`config.mk`:
```
export PLATFORM = sky130hd
export DESIGN_NAME = reg_wb_arbiter
export DESIGN_NICKNAME = d
export VERILOG_FILES = /design/src/rtl/reg_wb_arbiter_pkg.sv /design/src/rtl/reg_wb_arbiter_fifo.sv /design/src/rtl/reg_wb_arbiter.sv
export SDC_FILE = /design/constraint.sdc
export NUM_CORES = 1
export LEC_CHECK = 0
export ABC_AREA = 0
export BUFFER_PORTS_ARGS = -buffer_cell sky130_fd_sc_hd__buf_2
export CAP_MARGIN = 20
export CORE_MARGIN = 4
export CORE_UTILIZATION = 30
export DETAILED_ROUTE_END_ITERATION = 8
export GPL_TIMING_DRIVEN = 0
export HOLD_SLACK_MARGIN = 0.02
export MAX_ROUTING_LAYER = met4
export PLACE_DENSITY_LB_ADDON = 0.15
export SLEW_MARGIN = 25
export SYNTH_ARGS = -nofsm -noshare
export SYNTH_HDL_FRONTEND = slang
export SYNTH_HIERARCHICAL = 1
export SYNTH_SLANG_ARGS = --single-unit
```
`constraint.sdc`:
```
create_clock -name clk -period 8.3 [get_ports clk]
set_input_delay 1.66 -clock clk [delete_from_list [all_inputs] [get_ports clk]]
set_output_delay 1.66 -clock clk [all_outputs]
set_load 0.1 [all_outputs]
```
`src/rtl/reg_wb_arbiter_pkg.sv`:
```
// reg_wb_arbiter_pkg - shared types and constants for the register-file
// writeback arbiter slice (FSM states, write-request record, zero register).
package reg_wb_arbiter_pkg;

    typedef enum logic [1:0] {
        ST_IDLE  = 2'd0,   // result buffer empty
        ST_DRAIN = 2'd1,   // buffer holds results, pipeline has priority
        ST_FORCE = 2'd2    // buffered head preempts the pipeline
    } arb_state_t;

    typedef struct packed {
        logic        en;
        logic [4:0]  addr;
        logic [31:0] data;
    } wr_req_t;

    localparam logic [4:0] REG_ZERO = 5'd0;

endpackage

```
`src/rtl/reg_wb_arbiter_fifo.sv`:
```
// wb_fifo - small circular buffer of long-latency writeback results.
// FIFO_DEPTH must be a power of two so the pointers wrap naturally.
module wb_fifo
    import reg_wb_arbiter_pkg::*;
#(
    parameter int unsigned FIFO_DEPTH = 2
) (
    input  logic                        clk,
    input  logic                        SYS_reset,
    input  logic                        push,
    input  wr_req_t                     push_data,
    input  logic                        pop,
    output logic                        full,
    output logic                        empty,
    output wr_req_t                     head,
    output logic [$clog2(FIFO_DEPTH):0] count
);

    localparam int unsigned PW = $clog2(FIFO_DEPTH);
    localparam int unsigned CW = PW + 1;

    wr_req_t       mem [FIFO_DEPTH];
    logic [PW-1:0] wr_ptr;
    logic [PW-1:0] rd_ptr;
    logic          do_push;
    logic          do_pop;

    assign do_push = push && !full;
    assign do_pop  = pop && !empty;
    assign full    = (count == CW'(FIFO_DEPTH));
    assign empty   = (count == '0);
    assign head    = mem[rd_ptr];

    // Entry storage; validity is defined by the pointers, so no reset needed.
    always_ff @(posedge clk) begin
        if (do_push) begin
            mem[wr_ptr] <= push_data;
        end
    end

    // Pointers and occupancy; simultaneous push and pop leave count unchanged.
    always_ff @(posedge clk or posedge SYS_reset) begin
        if (SYS_reset) begin
            wr_ptr <= '0;
            rd_ptr <= '0;
            count  <= '0;
        end else begin
            if (do_push) begin
                wr_ptr <= wr_ptr + PW'(1);
            end
            if (do_pop) begin
                rd_ptr <= rd_ptr + PW'(1);
            end
            unique case ({do_push, do_pop})
                2'b10:   count <= count + CW'(1);
                2'b01:   count <= count - CW'(1);
                default: count <= count;
            endcase
        end
    end

endmodule

```
`src/rtl/reg_wb_arbiter.sv`:
```
// reg_wb_arbiter - arbitrates the single register-file write port between the
// main pipeline and buffered long-latency results, with anti-starvation
// preemption. Optional scoreboard built when REG_WB_SCOREBOARD_EN is defined.
module reg_wb_arbiter
    import reg_wb_arbiter_pkg::*;
#(
    parameter int unsigned FIFO_DEPTH   = 2,
    parameter int unsigned STARVE_LIMIT = 4
) (
    input  logic        clk,
    input  logic        SYS_reset,
    input  logic        PIPE_wr_en,
    input  logic [4:0]  PIPE_wr_addr,
    input  logic [31:0] PIPE_wr_data,
    output logic        PIPE_hold,
    input  logic        LONG_valid,
    input  logic [4:0]  LONG_addr,
    input  logic [31:0] LONG_data,
    output logic        LONG_ready,
    output logic        REG_write_enable,
    output logic [4:0]  REG_address_wr,
    output logic [31:0] REG_write_data,
    input  logic        SB_issue,
    input  logic [4:0]  SB_issue_addr,
    input  logic [4:0]  SB_rs_addr,
    input  logic [4:0]  SB_rt_addr,
    output logic        SB_stall
);

    localparam int unsigned CW = $clog2(FIFO_DEPTH) + 1;
    localparam int unsigned SW = $clog2(STARVE_LIMIT + 1);

    arb_state_t    state;
    arb_state_t    state_nxt;
    logic [SW-1:0] starve_cnt;
    logic [SW-1:0] starve_nxt;

    logic          fifo_push;
    logic          fifo_pop;
    logic          fifo_full;
    logic          fifo_empty;
    wr_req_t       fifo_head;
    wr_req_t       push_req;
    logic [CW-1:0] fifo_count;
    logic [CW-1:0] cnt_after;
    wr_req_t       grant;

    assign fifo_push  = LONG_valid && LONG_ready;
    assign LONG_ready = !fifo_full;
    assign PIPE_hold  = (state == ST_FORCE);
    assign push_req   = '{en: 1'b1, addr: LONG_addr, data: LONG_data};

    wb_fifo #(
        .FIFO_DEPTH (FIFO_DEPTH)
    ) u_fifo (
        .clk       (clk),
        .SYS_reset (SYS_reset),
        .push      (fifo_push),
        .push_data (push_req),
        .pop       (fifo_pop),
        .full      (fifo_full),
        .empty     (fifo_empty),
        .head      (fifo_head),
        .count     (fifo_count)
    );

    // State and starvation counter registers.
    always_ff @(posedge clk or posedge SYS_reset) begin
        if (SYS_reset) begin
            state      <= ST_IDLE;
            starve_cnt <= '0;
        end else begin
            state      <= state_nxt;
            starve_cnt <= starve_nxt;
        end
    end

    // Grant selection, starvation tracking and next state.
    always_comb begin
        grant      = '0;
        fifo_pop   = 1'b0;
        starve_nxt = starve_cnt;
        state_nxt  = state;

        if (state == ST_FORCE) begin
            grant    = fifo_head;
            fifo_pop = 1'b1;
        end else if (PIPE_wr_en) begin
            grant = '{en: 1'b1, addr: PIPE_wr_addr, data: PIPE_wr_data};
        end else if (!fifo_empty) begin
            grant    = fifo_head;
            fifo_pop = 1'b1;
        end

        if (fifo_pop) begin
            starve_nxt = '0;
        end else if (state == ST_DRAIN) begin
            starve_nxt = starve_cnt + SW'(1);
        end

        // State follows occupancy after this cycle's push/pop, unless starved.
        cnt_after = fifo_count + CW'(fifo_push) - CW'(fifo_pop);
        if (state == ST_DRAIN && !fifo_pop && starve_nxt >= SW'(STARVE_LIMIT)) begin
            state_nxt = ST_FORCE;
        end else if (cnt_after != '0) begin
            state_nxt = ST_DRAIN;
        end else begin
            state_nxt = ST_IDLE;
        end
    end

    // Registered write port; writes to the zero register are consumed silently.
    always_ff @(posedge clk or posedge SYS_reset) begin
        if (SYS_reset) begin
            REG_write_enable <= 1'b0;
            REG_address_wr   <= '0;
            REG_write_data   <= '0;
        end else begin
            REG_write_enable <= grant.en && (grant.addr != REG_ZERO);
            REG_address_wr   <= grant.addr;
            REG_write_data   <= grant.data;
        end
    end

`ifdef REG_WB_SCOREBOARD_EN
    logic [31:0] pending;

    // Pending-result tracking; an issue in the same cycle as a clear wins.
    always_ff @(posedge clk or posedge SYS_reset) begin
        if (SYS_reset) begin
            pending <= '0;
        end else begin
            if (fifo_pop) begin
                pending[fifo_head.addr] <= 1'b0;
            end
            if (SB_issue && SB_issue_addr != REG_ZERO) begin
                pending[SB_issue_addr] <= 1'b1;
            end
        end
    end

    assign SB_stall = pending[SB_rs_addr] | pending[SB_rt_addr];
`else
    logic sb_unused;
    assign sb_unused = ^{SB_issue, SB_issue_addr, SB_rs_addr, SB_rt_addr};
    assign SB_stall  = 1'b0;
`endif

endmodule

```
==> flow_summary.ini <==
[timing]
tns_ns = 0
worst_hold_slack_ns = 0.5351
rsz0062_at_grt = false
relSlewSlack_pct = 53.39
drv_slew = 0
fmax_ghz = 0.3136
final.period_utilization_pct = 38.42
tightest_slew_ns = 0.6975
setup_viol = 0
finalClockSkew_ns = 0.007278
min_period_ns = 3.189
hold_viol = 0

[worst_hold_path]
hp-class = flip-flop to flip-flop
hold_depth = 2

[synth]
ys.flop_type = edfxtp_1
yosys-top-cells-area = edfxtp_1, dfrtp_1, a22o_1, mux2_2, mux2_4
synth_edf_count = 76
async_flop_share_pct = 38.21
avgSynthCellArea_sq_um = 17.88
syn_inst = 262
synth.top_cell.area_share_pct = 48.70
synth-seq-cells = 123
syn_area_sq_mm = 0.004686
yosysTopAreaCell = edfxtp_1
ys_seq_area_share_pct = 73.81
ys_warn_count = 6
synth.distinct_cells = 27

[detailed_routing]
first_pass_iters = 4
drt_wl_total_um = 10110
drc = 0
ant_nets = 0
viasPerCell = 4.208
vias = 2634
wl_per_cell_um = 16.15
first_iter_violations = 98

[global_routing]
antenna_found_initial = 0
grt_pass1_vias = 2942
busiest_layer = met2
met3_usage_pct = 3.688
grt_max_degree = 23
grt_util_met2_pct = 19.27
met1_usage_pct = 14.53
grt_pass1_wl_um = 15750
track_usage_pct = 12.31
overflow = 0

[die]
die_area_sq_mm = 0.01768
start_util_pct = 30.71
die_x_um = 133.0
coreArea_sq_mm = 0.01526
ioPinCount = 135
row_count = 45
die_h_um = 133.0

[cts]
root_buffer = clkbuf_16
clk_pin_slew_ns = 0.05
cts_resized = 0
clock-sinks = 123
cts_tree = done
cts_made_buffers = 17
htree_levels = 4
postCtsSetupBuffers = 0
clock_path_buffers = 2
ctsHoldBuffers = 0
clk_latency_ns = 0.41

[layout]
antennaDiodeCount = 0
utilization_pct = 40.85
drive_above_1_share_pct = 48.92
nets = 500
fin_area_sq_mm = 0.006233
area_growth_pct = 33.03

[run]
maxCapViolations = 0

[setup_path]
start_kind = flip-flop
critPathArrivalTime_ns = 1.53
worstRegToRegCells = 9
cp-end-kind = primary output
crit_type = flip-flop to primary output
cp_max_fo = 5
cp.required_ns = 6.64

[placement]
gp_congestion = 0.6986
port_buffers = 117
dp_hpwl_um = 7001
place_area_sq_mm = 0.005623

[pwr]
max-vdd-ir-drop_mv = 0.2164
powerDensity_mw_per_mm2 = 433.1
leakage_nw = 2.681

[status]
status = completed
==> power breakdown <==
group / switching (W) / total, W / internal [W]
Clock: 0.000244 / 0.000758 / 0.000514
Sequential: 0.0000499 / 0.000883 / 0.000834
Combinational: 0.000757 / 0.00106 / 0.000302
Total: 0.00105 / 0.00270 / 0.00165
==> cells by family after synthesis <==
| kind of cell | count (synthesis) | share of synthesized area, % |
|---|---|---|
| flops | 123 | 73.81 |
| buf+inv | 21 | 2.937 |
| mux | 39 | 10.15 |
| compound gates | 40 | 7.423 |
| simple gates | 23 | 2.590 |
| other cells | 2 | 0.1603 |
| xor+xnor | 10 | 1.869 |
| fa+ha+maj | 4 | 1.068 |
==> state kept, by name (all words and copies together) (netlist names) <==
signal / count
u_fifo/rd_ptr: 1
state: 2
u_fifo/count: 2
u_fifo/wr_ptr: 1
REG_write_data: 32
starve_cnt: 3
REG_address_wr: 5
REG_write_enable: 1
u_fifo/mem: 76
==> per-stage QoR <==
step | power (W) | setup slack (ns) | cells
after floorplan | 0.001736 | 4.295 | 263
final | 0.002699 | 5.111 | 626
after global placement | 0.001935 | 2.887 | 591
after detailed placement | 0.001966 | 4.806 | 594
after CTS | 0.002740 | 5.080 | 626
after global routing | 0.002823 | 5.008 | 626
==> cell usage after synthesis, types with 3 or more instances <==
master and number:
edfxtp_1 76, dfrtp_1 47, a22o_1 37, mux2_2 28, mux2_4 10, nor2_1 9
inv_1 8, buf_2 5, xnor2_1 5, xor2_1 5, buf_6 4, ha_1 4
buf_4 3, nand2_1 3, nor3_1 3
==> worst max-delay path, cell delays in order (launching register included) <==
cell      delay [ns]
dfrtp_1         0.43
nand2b_1        0.17
inv_1           0.07
inv_1           0.05
buf_2           0.41
==> cell type report <==
type / count / area (sq um)
multi-input combinational: 119 / 1102
sequential: 123 / 3458
fill: 1450 / 9025
clock inverter: 9 / 142.6
buffer: 13 / 107.6
clock buffer: 23 / 467.9
inverter: 8 / 30.03
timing repair buffer: 120 / 660.6
tap: 211 / 264.0
==> cell usage in the layout (no fill, tap or decap), types with 2 or more instances in the layout <==
| master | count |
|---|---|
| dfrtp_1 | 47 |
| buf_2 | 122 |
| a22o_1 | 37 |
| buf_4 | 3 |
| nor2b_1 | 2 |
| clkinv_1 | 2 |
| nor2_1 | 8 |
| edfxtp_1 | 76 |
| xnor2_1 | 5 |
| nand2b_1 | 2 |
| bufinv_16 | 4 |
| mux2_4 | 10 |
| ha_1 | 4 |
| xor2_1 | 5 |
| clkinv_2 | 3 |
| clkbuf_16 | 17 |
| conb_1 | 3 |
| mux2_2 | 28 |
| inv_1 | 7 |
| clkbuf_1 | 4 |
| clkbuf_8 | 2 |
| buf_6 | 4 |
| nor3_1 | 3 |
| buf_16 | 2 |
| nand2_1 | 3 |
==> layer usage <==
metal	vias up	share of wire [%]
li1	1264	-
met2	72	50
met4	0	2.4
met5	-	0
met1	1281	43
met3	17	4.6
==> final timing paths <==
| check | from | end | slack, ns |
|---|---|---|---|
| worst max register to register | u_fifo/count[0] | state[0] | 6.08 |
| worst min-delay path | starve_cnt[1] | starve_cnt[1] | 0.54 |
| min in group asynchronous | SYS_reset | u_fifo/count[1] | 1.15 |
| worst max-delay path | u_fifo/count[0] | LONG_ready | 5.11 |
| max in group asynchronous | SYS_reset | REG_write_data[1] | 6.44 |
| worst min register to register | starve_cnt[1] | starve_cnt[1] | 0.54 |
(Power assumes the default switching activity.)
